**config.mk**
```make
export PLATFORM = sky130hd
export DESIGN_NAME = mem_arbiter
export DESIGN_NICKNAME = d
export VERILOG_FILES = /design/src/rtl/mem_arbiter_pkg.sv /design/src/rtl/mem_arb_prio.sv /design/src/rtl/mem_arbiter.sv
export SDC_FILE = /design/constraint.sdc
export NUM_CORES = 1
export LEC_CHECK = 0
export ABC_CLOCK_PERIOD_IN_PS = 3400
export BUFFER_PORTS_ARGS = -buffer_cell sky130_fd_sc_hd__buf_2
export CAP_MARGIN = 10
export CORE_ASPECT_RATIO = 0.7
export CORE_MARGIN = 1.5
export CORE_UTILIZATION = 39
export DETAILED_ROUTE_END_ITERATION = 10
export MAX_ROUTING_LAYER = met4
export PLACE_DENSITY = 0.73
export SYNTH_ARGS = -nofsm -noshare
export SYNTH_HDL_FRONTEND = slang
export SYNTH_SLANG_ARGS = --single-unit
```
**constraint.sdc**
```tcl
create_clock -name clk -period 3.4 [get_ports clk]
set_clock_uncertainty 0.2 [all_clocks]
set_input_delay 0.34 -clock clk [delete_from_list [all_inputs] [get_ports clk]]
set_output_delay 0.34 -clock clk [all_outputs]
set_load 0.02 [all_outputs]
```
**src/rtl/mem_arbiter_pkg.sv**
```systemverilog
// ============================================================================
// Module      : mem_arbiter_pkg
// Description : Shared types and constants for the unified-memory arbiter:
//               FSM state encoding, grant encoding, default data width and
//               the saturating run-counter helper.
// Revision    : 1.0 - initial release
// ============================================================================
`default_nettype none

package mem_arbiter_pkg;

   localparam int DEFAULT_WIDTH = 32;
   localparam int RUN_W         = 4;

   typedef enum logic [1:0] {
      IDLE  = 2'd0,
      ISSUE = 2'd1,
      WAIT  = 2'd2
   } state_e;

   localparam logic GNT_I = 1'b0;
   localparam logic GNT_D = 1'b1;

   // Increment that sticks at the ceiling instead of wrapping.
   function automatic logic [RUN_W-1:0] run_sat_inc(input logic [RUN_W-1:0] cur,
                                                    input logic [RUN_W-1:0] max);
      run_sat_inc = (cur >= max) ? max : cur + 4'd1;
   endfunction

endpackage

`default_nettype wire

```
**src/rtl/mem_arb_prio.sv**
```systemverilog
// ============================================================================
// Module      : mem_arb_prio
// Description : Grant selection between fetch and data ports. Data has fixed
//               priority, but after MAX_DATA_RUN back-to-back data grants
//               taken while a fetch was waiting, the fetch is forced through.
// Revision    : 1.0 - initial release
// ============================================================================
`default_nettype none

module mem_arb_prio
   import mem_arbiter_pkg::*;
#(
   parameter int MAX_DATA_RUN = 4
) (
   input  logic             clk,
   input  logic             reset,
   input  logic             arb_en,
   input  logic             instr_req,
   input  logic             data_req,
   output logic             gnt_valid,
   output logic             gnt_sel,
   output logic [RUN_W-1:0] run_cnt
);

   localparam logic [RUN_W-1:0] C_MAX_RUN = RUN_W'(MAX_DATA_RUN);

   logic [RUN_W-1:0] run_d, run_q;
   logic             data_ok;

   // Pick the winner and compute the next run count for this arbitration slot.
   always_comb begin
      data_ok   = data_req && ((run_q < C_MAX_RUN) || !instr_req);
      gnt_valid = arb_en && (data_ok || instr_req);
      gnt_sel   = data_ok ? GNT_D : GNT_I;
      run_d     = run_q;
      if (arb_en) begin
         if (data_ok) begin
            // Only a data grant that overtakes a waiting fetch counts towards the limit.
            run_d = instr_req ? run_sat_inc(run_q, C_MAX_RUN) : '0;
         end else if (instr_req) begin
            run_d = '0;
         end
      end
   end

   // Run counter register.
   always_ff @(posedge clk or negedge reset) begin
      if (!reset) run_q <= '0;
      else        run_q <= run_d;
   end

   assign run_cnt = run_q;

endmodule

`default_nettype wire

```
**src/rtl/mem_arbiter.sv**
```systemverilog
// ============================================================================
// Module      : mem_arbiter
// Description : Shares a single-port unified memory between the fetch port
//               and the data port of a pipelined core. One transaction is in
//               flight at a time; stall outputs freeze the pipeline until the
//               owning port's access completes.
//               Optional: define MEM_ARB_PERF_EN to add stall_f_cnt and
//               stall_m_cnt stall-cycle counters.
// Revision    : 1.0 - initial release
// ============================================================================
`default_nettype none

module mem_arbiter
   import mem_arbiter_pkg::*;
#(
   parameter int WIDTH        = DEFAULT_WIDTH,
   parameter int MAX_DATA_RUN = 4
) (
   input  logic             clk,
   input  logic             reset,
   input  logic             InstrReq,
   input  logic [WIDTH-1:0] PCF,
   output logic [WIDTH-1:0] InstrF,
   output logic             InstrValid,
   input  logic             DataReq,
   input  logic             DataWe,
   input  logic [WIDTH-1:0] DataAdr,
   input  logic [WIDTH-1:0] WriteData,
   output logic [WIDTH-1:0] ReadData,
   output logic             DataDone,
   output logic             StallF,
   output logic             StallM,
   output logic             mem_valid,
   input  logic             mem_ready,
   output logic             mem_we,
   output logic [WIDTH-1:0] mem_addr,
   output logic [WIDTH-1:0] mem_wdata,
   input  logic             mem_rvalid,
   input  logic [WIDTH-1:0] mem_rdata
`ifdef MEM_ARB_PERF_EN
   ,
   output logic [31:0]      stall_f_cnt,
   output logic [31:0]      stall_m_cnt
`endif
);

   state_e           state_d, state_q;
   logic             gnt_d, gnt_q;
   logic             we_d, we_q;
   logic [WIDTH-1:0] addr_d, addr_q;
   logic [WIDTH-1:0] wdata_d, wdata_q;
   logic [WIDTH-1:0] instr_d, instr_q;
   logic [WIDTH-1:0] rdata_d, rdata_q;
   logic             ivalid_d, ivalid_q;
   logic             ddone_d, ddone_q;

   logic             arb_en;
   logic             gnt_valid;
   logic             gnt_sel;
   logic [RUN_W-1:0] run_cnt;

   // Arbitrate only in IDLE and not in a done cycle: the finishing port still
   // shows its stale request, and the pipeline is advancing that cycle.
   assign arb_en = (state_q == IDLE) && !ivalid_q && !ddone_q;

   mem_arb_prio #(
      .MAX_DATA_RUN (MAX_DATA_RUN)
   ) u_prio (
      .clk       (clk),
      .reset     (reset),
      .arb_en    (arb_en),
      .instr_req (InstrReq),
      .data_req  (DataReq),
      .gnt_valid (gnt_valid),
      .gnt_sel   (gnt_sel),
      .run_cnt   (run_cnt)
   );

   // FSM state register.
   always_ff @(posedge clk or negedge reset) begin
      if (!reset) state_q <= IDLE;
      else        state_q <= state_d;
   end

   // FSM next-state logic.
   always_comb begin
      state_d = state_q;
      case (state_q)
         IDLE:    if (gnt_valid)  state_d = ISSUE;
         ISSUE:   if (mem_ready)  state_d = WAIT;
         WAIT:    if (mem_rvalid) state_d = IDLE;
         default: state_d = IDLE;
      endcase
   end

   // FSM outputs: the memory request is driven only while issuing.
   always_comb begin
      mem_valid = (state_q == ISSUE);
      mem_we    = mem_valid && we_q;
      mem_addr  = mem_valid ? addr_q  : '0;
      mem_wdata = mem_valid ? wdata_q : '0;
   end

   // Payload latch at grant, response capture and done pulse generation.
   always_comb begin
      gnt_d    = gnt_q;
      we_d     = we_q;
      addr_d   = addr_q;
      wdata_d  = wdata_q;
      instr_d  = instr_q;
      rdata_d  = rdata_q;
      ivalid_d = 1'b0;
      ddone_d  = 1'b0;
      if (gnt_valid) begin
         gnt_d = gnt_sel;
         if (gnt_sel == GNT_D) begin
            we_d    = DataWe;
            addr_d  = DataAdr;
            wdata_d = WriteData;
         end else begin
            we_d    = 1'b0;
            addr_d  = PCF;
            wdata_d = '0;
         end
      end
      // Responses outside WAIT are stray (e.g. after a mid-transaction reset).
      if ((state_q == WAIT) && mem_rvalid) begin
         if (gnt_q == GNT_I) begin
            instr_d  = mem_rdata;
            ivalid_d = 1'b1;
         end else begin
            if (!we_q) rdata_d = mem_rdata;
            ddone_d = 1'b1;
         end
      end
   end

   // Datapath registers.
   always_ff @(posedge clk or negedge reset) begin
      if (!reset) begin
         gnt_q    <= GNT_I;
         we_q     <= 1'b0;
         addr_q   <= '0;
         wdata_q  <= '0;
         instr_q  <= '0;
         rdata_q  <= '0;
         ivalid_q <= 1'b0;
         ddone_q  <= 1'b0;
      end else begin
         gnt_q    <= gnt_d;
         we_q     <= we_d;
         addr_q   <= addr_d;
         wdata_q  <= wdata_d;
         instr_q  <= instr_d;
         rdata_q  <= rdata_d;
         ivalid_q <= ivalid_d;
         ddone_q  <= ddone_d;
      end
   end

   // Port-facing results and pipeline stalls.
   always_comb begin
      InstrF     = instr_q;
      ReadData   = rdata_q;
      InstrValid = ivalid_q;
      DataDone   = ddone_q;
      StallF     = InstrReq && !ivalid_q;
      StallM     = DataReq && !ddone_q;
   end

`ifdef MEM_ARB_PERF_EN
   logic [31:0] stall_f_cnt_d, stall_f_cnt_q;
   logic [31:0] stall_m_cnt_d, stall_m_cnt_q;

   // Stall-cycle counters, free-running with wrap-around.
   always_comb begin
      stall_f_cnt_d = stall_f_cnt_q + {31'd0, StallF};
      stall_m_cnt_d = stall_m_cnt_q + {31'd0, StallM};
   end

   // Stall-cycle counter registers.
   always_ff @(posedge clk or negedge reset) begin
      if (!reset) begin
         stall_f_cnt_q <= '0;
         stall_m_cnt_q <= '0;
      end else begin
         stall_f_cnt_q <= stall_f_cnt_d;
         stall_m_cnt_q <= stall_m_cnt_d;
      end
   end

   assign stall_f_cnt = stall_f_cnt_q;
   assign stall_m_cnt = stall_m_cnt_q;
`endif

endmodule

`default_nettype wire
```
* Word level (Yosys, flattened, before mapping)
Index checks and enable logic that the tools add are counted.
W data, S select, Z words.
** Word-level totals
- Bits in registers :: 138
- Input bits :: 135
- Output and inout bits :: 134
** Cells by class
- Add/subtract/negate cells :: 1
- $lt $le $gt $ge :: 2
- Equality and inequality tests :: 5
- Muxes and demuxes :: 18
- Bitwise operators :: 2
- Reductions and logical operators :: 19
** Operators with widths (count)
- $mux W32 :: 4
- $mux W4 :: 4
- $logic_and A1 B1 Y1 :: 8
- $mux W1 :: 6
- $mux W2 :: 3
- $pmux W2 S3 :: 1
- $reduce_and A3 Y1 :: 2
- $add A4 B1 Y4 const B :: 1
- $ge A4 B3 Y1 const B :: 1
- $lt A4 B3 Y1 const B :: 1
- $ne A2 B2 Y1 const B :: 2
- $reduce_and A2 Y1 :: 2
- $logic_not A1 Y1 :: 3
- $eq A2 B1 Y1 const B :: 1
- $eq A2 B2 Y1 const B :: 1
- $logic_not A2 Y1 :: 1
- $logic_or A1 B1 Y1 :: 2
- $ne A2 B1 Y1 const B :: 1
- $not A1 Y1 :: 2
- $reduce_bool A2 Y1 :: 1

* Longest topological paths before layout
- Depth after elaboration :: 7
- Gate-level depth with buffers :: 6

* Cells and area by module
From an unflattened synthesis, not the netlist that was laid out.
** Unflattened totals
- Cell total of the unflattened synthesis :: 524
- Area, all modules :: 6167.2 um2
** By module, submodules not included
- mem_arbiter :: times used 1, cells an instance 508, area each 5974.5 um2, sequential area each 3353.2 um2
- mem_arb_prio :: times used 1, cells an instance 16, area each 192.7 um2, sequential area each 100.1 um2

* Least setup slack after synthesis
No wires, ideal clock.
- Kind :: input-to-output
- Start :: input DataReq
- End :: output StallM
- Arrival :: 1.391 ns
- Path slack :: 1.469 ns
- Cell stages on the path :: 4
- Cell sequence :: clkbuf_1 clkbuf_1 clkbuf_1 nor2b_1
** Between the ends
- Longest elaborated chain between the ends :: 1
** Ends and longest elaborated chain
- start, declared :: RTL line mem_arbiter.sv:25 : input logic DataReq,
- $logic_and A1 B1 Y1 :: RTL line mem_arbiter.sv:168 : StallM = DataReq && !ddone_q;
- end, declared :: RTL line mem_arbiter.sv:32 : output logic StallM,
Every way passes these cells.

* Worst setup path in the final report
- Start :: register state_q[1]
- End :: output mem_wdata[6]
** Between the ends
- Longest elaborated chain between the ends :: 2
** Ends and longest elaborated chain
- start, declared :: RTL line mem_arbiter.sv:47 : state_e state_d, state_q;
- start signal, assigned :: RTL line mem_arbiter.sv:82 : else state_q <= state_d;
- $eq A2 B1 Y1 :: RTL line mem_arbiter.sv:98 : mem_valid = (state_q == ISSUE);
- $mux W32 :: RTL line mem_arbiter.sv:101 : mem_wdata = mem_valid ? wdata_q : '0;
- end, declared :: RTL line mem_arbiter.sv:37 : output logic [WIDTH-1:0] mem_wdata,
Every way passes these cells.

==> run summary <==
Netlist cell types: 27
Die Height: 110.9 microns
Crit. path cell count: 4
Post-layout nets: 989
Layout Area Growth over Synthesis: 44.03%
Worst Reg-to-Reg Cells: 4
Die area: 0.01741 sq mm
Syn Area/Cell: 12.09 sq um
Sinks on Clock Net: 138
Cells along the critical path: and2b_1 > buf_12 > and2_1 > buf_2
CP required: 2860 ps
Clock Path Buffers: 2
Core outline area: 0.01630 sq mm
Top delay family on crit path: simple AND/OR/NAND/NOR gates
Num ports: 269
DR WL/cell: 16.61 microns
Register bit total from synthesis: 138
Tmin final: 2650 ps
First-pass GRT wire length: 29.15 mm
Commonest non-fill, non-tap cell in the layout: buf_2
Top post-synthesis cells by area: dfrtp_1 53%, mux2_2 17%, o211ai_1 7.4%
Initial Utilization: 39.77%
Vias in the first global route: 5,687
Remaining DRCs: 0
DR vias: 5,414
Worst Path Arrival: 2110 ps
Highest clock rate: 377.3 MHz
Yosys warning count: 0
Asr flop ratio synth: 100.0%
Largest net degree at the start of global routing: 76
Status: finished, final reports clean
CTS Buf Count: 17
Final setup viols: 0
Layout cells sized above 1: 50.92%
CP max-delay cell: and2b_1
Gpl congestion: 0.8294
Max-Cap Viols: 0
Final Hold Vio Count: 0
Initial antenna violation count: 0
PwrDens: 886.3 mW/mm^2
Final Max Slew Viols: 0
Total GRT Usage: 21.85%
Crit share post-route: 77.95%
TNS Setup: 0 ps
Power Total: 8.273 mW
DRT iter0 DRCs: 357
Hold Path Class: input port to flop
Worst rel slew slack: 52.16%
CTS H-tree lvls: 4
CTS tree: done
Clk slew on worst S/H paths: 60 ps
Leakage power: 4.544 nW
Synth Flop Type: dfrtp_1
Synth area leader: dfrtp_1
Crit path buffers/inverters: 2
Peak supply drop: 0.5643 mV
CP endpoint kind: output pin
Mapped Nets: 672
Ant diodes: 0
Vias per inst: 4.962
Rows: 39
WL final: 18.12 mm
Cells after Synth: 536
Worst-Skew Late Latency: 410 ps
Pre-antenna DRT Iters: 5
CP peak stage delay: 670 ps
Share of the synthesized area in the top cell type: 53.28%
RSZ-0062 raised after global routing: no
Most frequent cells in the layout: 267 x buf_2, 138 x dfrtp_1, 95 x mux2_2
Sequential area share after synthesis: 53.28%
Antenna Nets Post-Route: 0
Crit Path Max Fanout: 46
Fillcell total: 1,375
Post-DP HPWL: 11.70 mm
Post-CTS setup buffer count: 0
Cell Area, Synth: 0.006481 sq mm
CP Launch Type: flop
Slew @ Worst Pin: 711.1 ps
Overflow after GRT: 0
Clk root buf: clkbuf_16
Crit path kind: flop to output pin
Die X: 157.1 microns
Post-synth EDFFs: 0
Port Buf Inserts: 268
Hold depth: 2
[metrics by stage]
step / hold slack [ps] / cells / worst slack [ps] / area [sq um] / util, %
floorplan: -155.6 / 536 / 1469 / 6481 / -
global placement: 199.5 / 992 / 1147 / 8051 / 49.40
detailed placement: 196.9 / 992 / 1107 / 8051 / 49.40
CTS: 70.37 / 1091 / 744.2 / 9335 / 57.28
global route: 74.61 / 1091 / 595.9 / 9335 / 57.28
finish: 91.58 / 1091 / 749.7 / 9335 / 57.28
[worst reg2reg max path, cell delays in order, from the launching register on]
cell and delay, ps:
dfrtp_1 450, nor4_1 660, o21ai_4 290, buf_4 330, mux2_2 310
[flip-flops by register name, indices dropped and copies added, names as in the netlist]
| name | flops |
|---|---|
| u_prio.run_cnt | 4 |
| DataDone | 1 |
| InstrF | 32 |
| InstrValid | 1 |
| wdata_q | 32 |
| state_q | 2 |
| ReadData | 32 |
| addr_q | 32 |
| we_q | 1 |
| gnt_q | 1 |
[path summary, 6_finish.rpt]
check                            start           end  slack [ps]
hold reg to reg            ReadData[6]   ReadData[6]         280
hold / removal              mem_rvalid      DataDone          90
setup reg to reg            state_q[0]    addr_q[11]        1050
min in group asynchronous        reset    InstrF[10]         300
max in group asynchronous        reset   wdata_q[14]        1900
setup / recovery            state_q[1]  mem_wdata[6]         750
[final cells by class]
class,count,area [sq um],share of cell area [%]
multi-input cells,349,2841,30.44
well taps,225,281.5,3.016
flip-flops and latches,138,3453,36.99
clock inverters,15,187.7,2.010
clock buffers,17,425.4,4.557
repair buffers,347,2146,22.99
[metal layers]
metal | global-route usage [%] | vias to the layer above | share of wire, %
met4 | 6.541 | 0 | 1.5
met5 | - | - | 0
met3 | 5.395 | 22 | 6.3
met1 | 26.75 | 2638 | 44
li1 | - | 2553 | -
met2 | 35.75 | 201 | 48
[synthesized netlist by cell type, types with 2 or more instances]
master	count
mux2_2	95
a22o_2	29
clkbuf_1	35
nand2_1	33
nand2b_1	33
o211ai_1	64
buf_2	11
dfrtp_1	138
o21ai_0	4
buf_6	3
a22o_1	5
nor2b_1	3
nor2_1	3
nand4_1	2
and2_1	66
[kinds of logic after synthesis]
logic type,Yosys count,share of synthesized area [%]
multiplexers,96,16.68
adder cells (fa/ha/maj),1,0.1930
buffers and inverters,49,3.398
AO/OA/AOI/OAI,106,13.34
AND/OR/NAND/NOR,146,13.11
flip-flops,138,53.28
[report_power, final]
group	internal, mW	leakage (nW)	switching (mW)
sequential	2.41	1.72	0.410
combinational	1.59	2.53	1.95
clock	1.17	0.291	0.750
total	5.16	4.54	3.11
[timing repair]
| action | CTS | global route |
|---|---|---|
| hold buffers | 67 | 0 |
| hold endpoints to repair | 173 | 0 |
| resized for setup | 0 | 0 |
No activity file was read; power rests on OpenSTA's default activity.
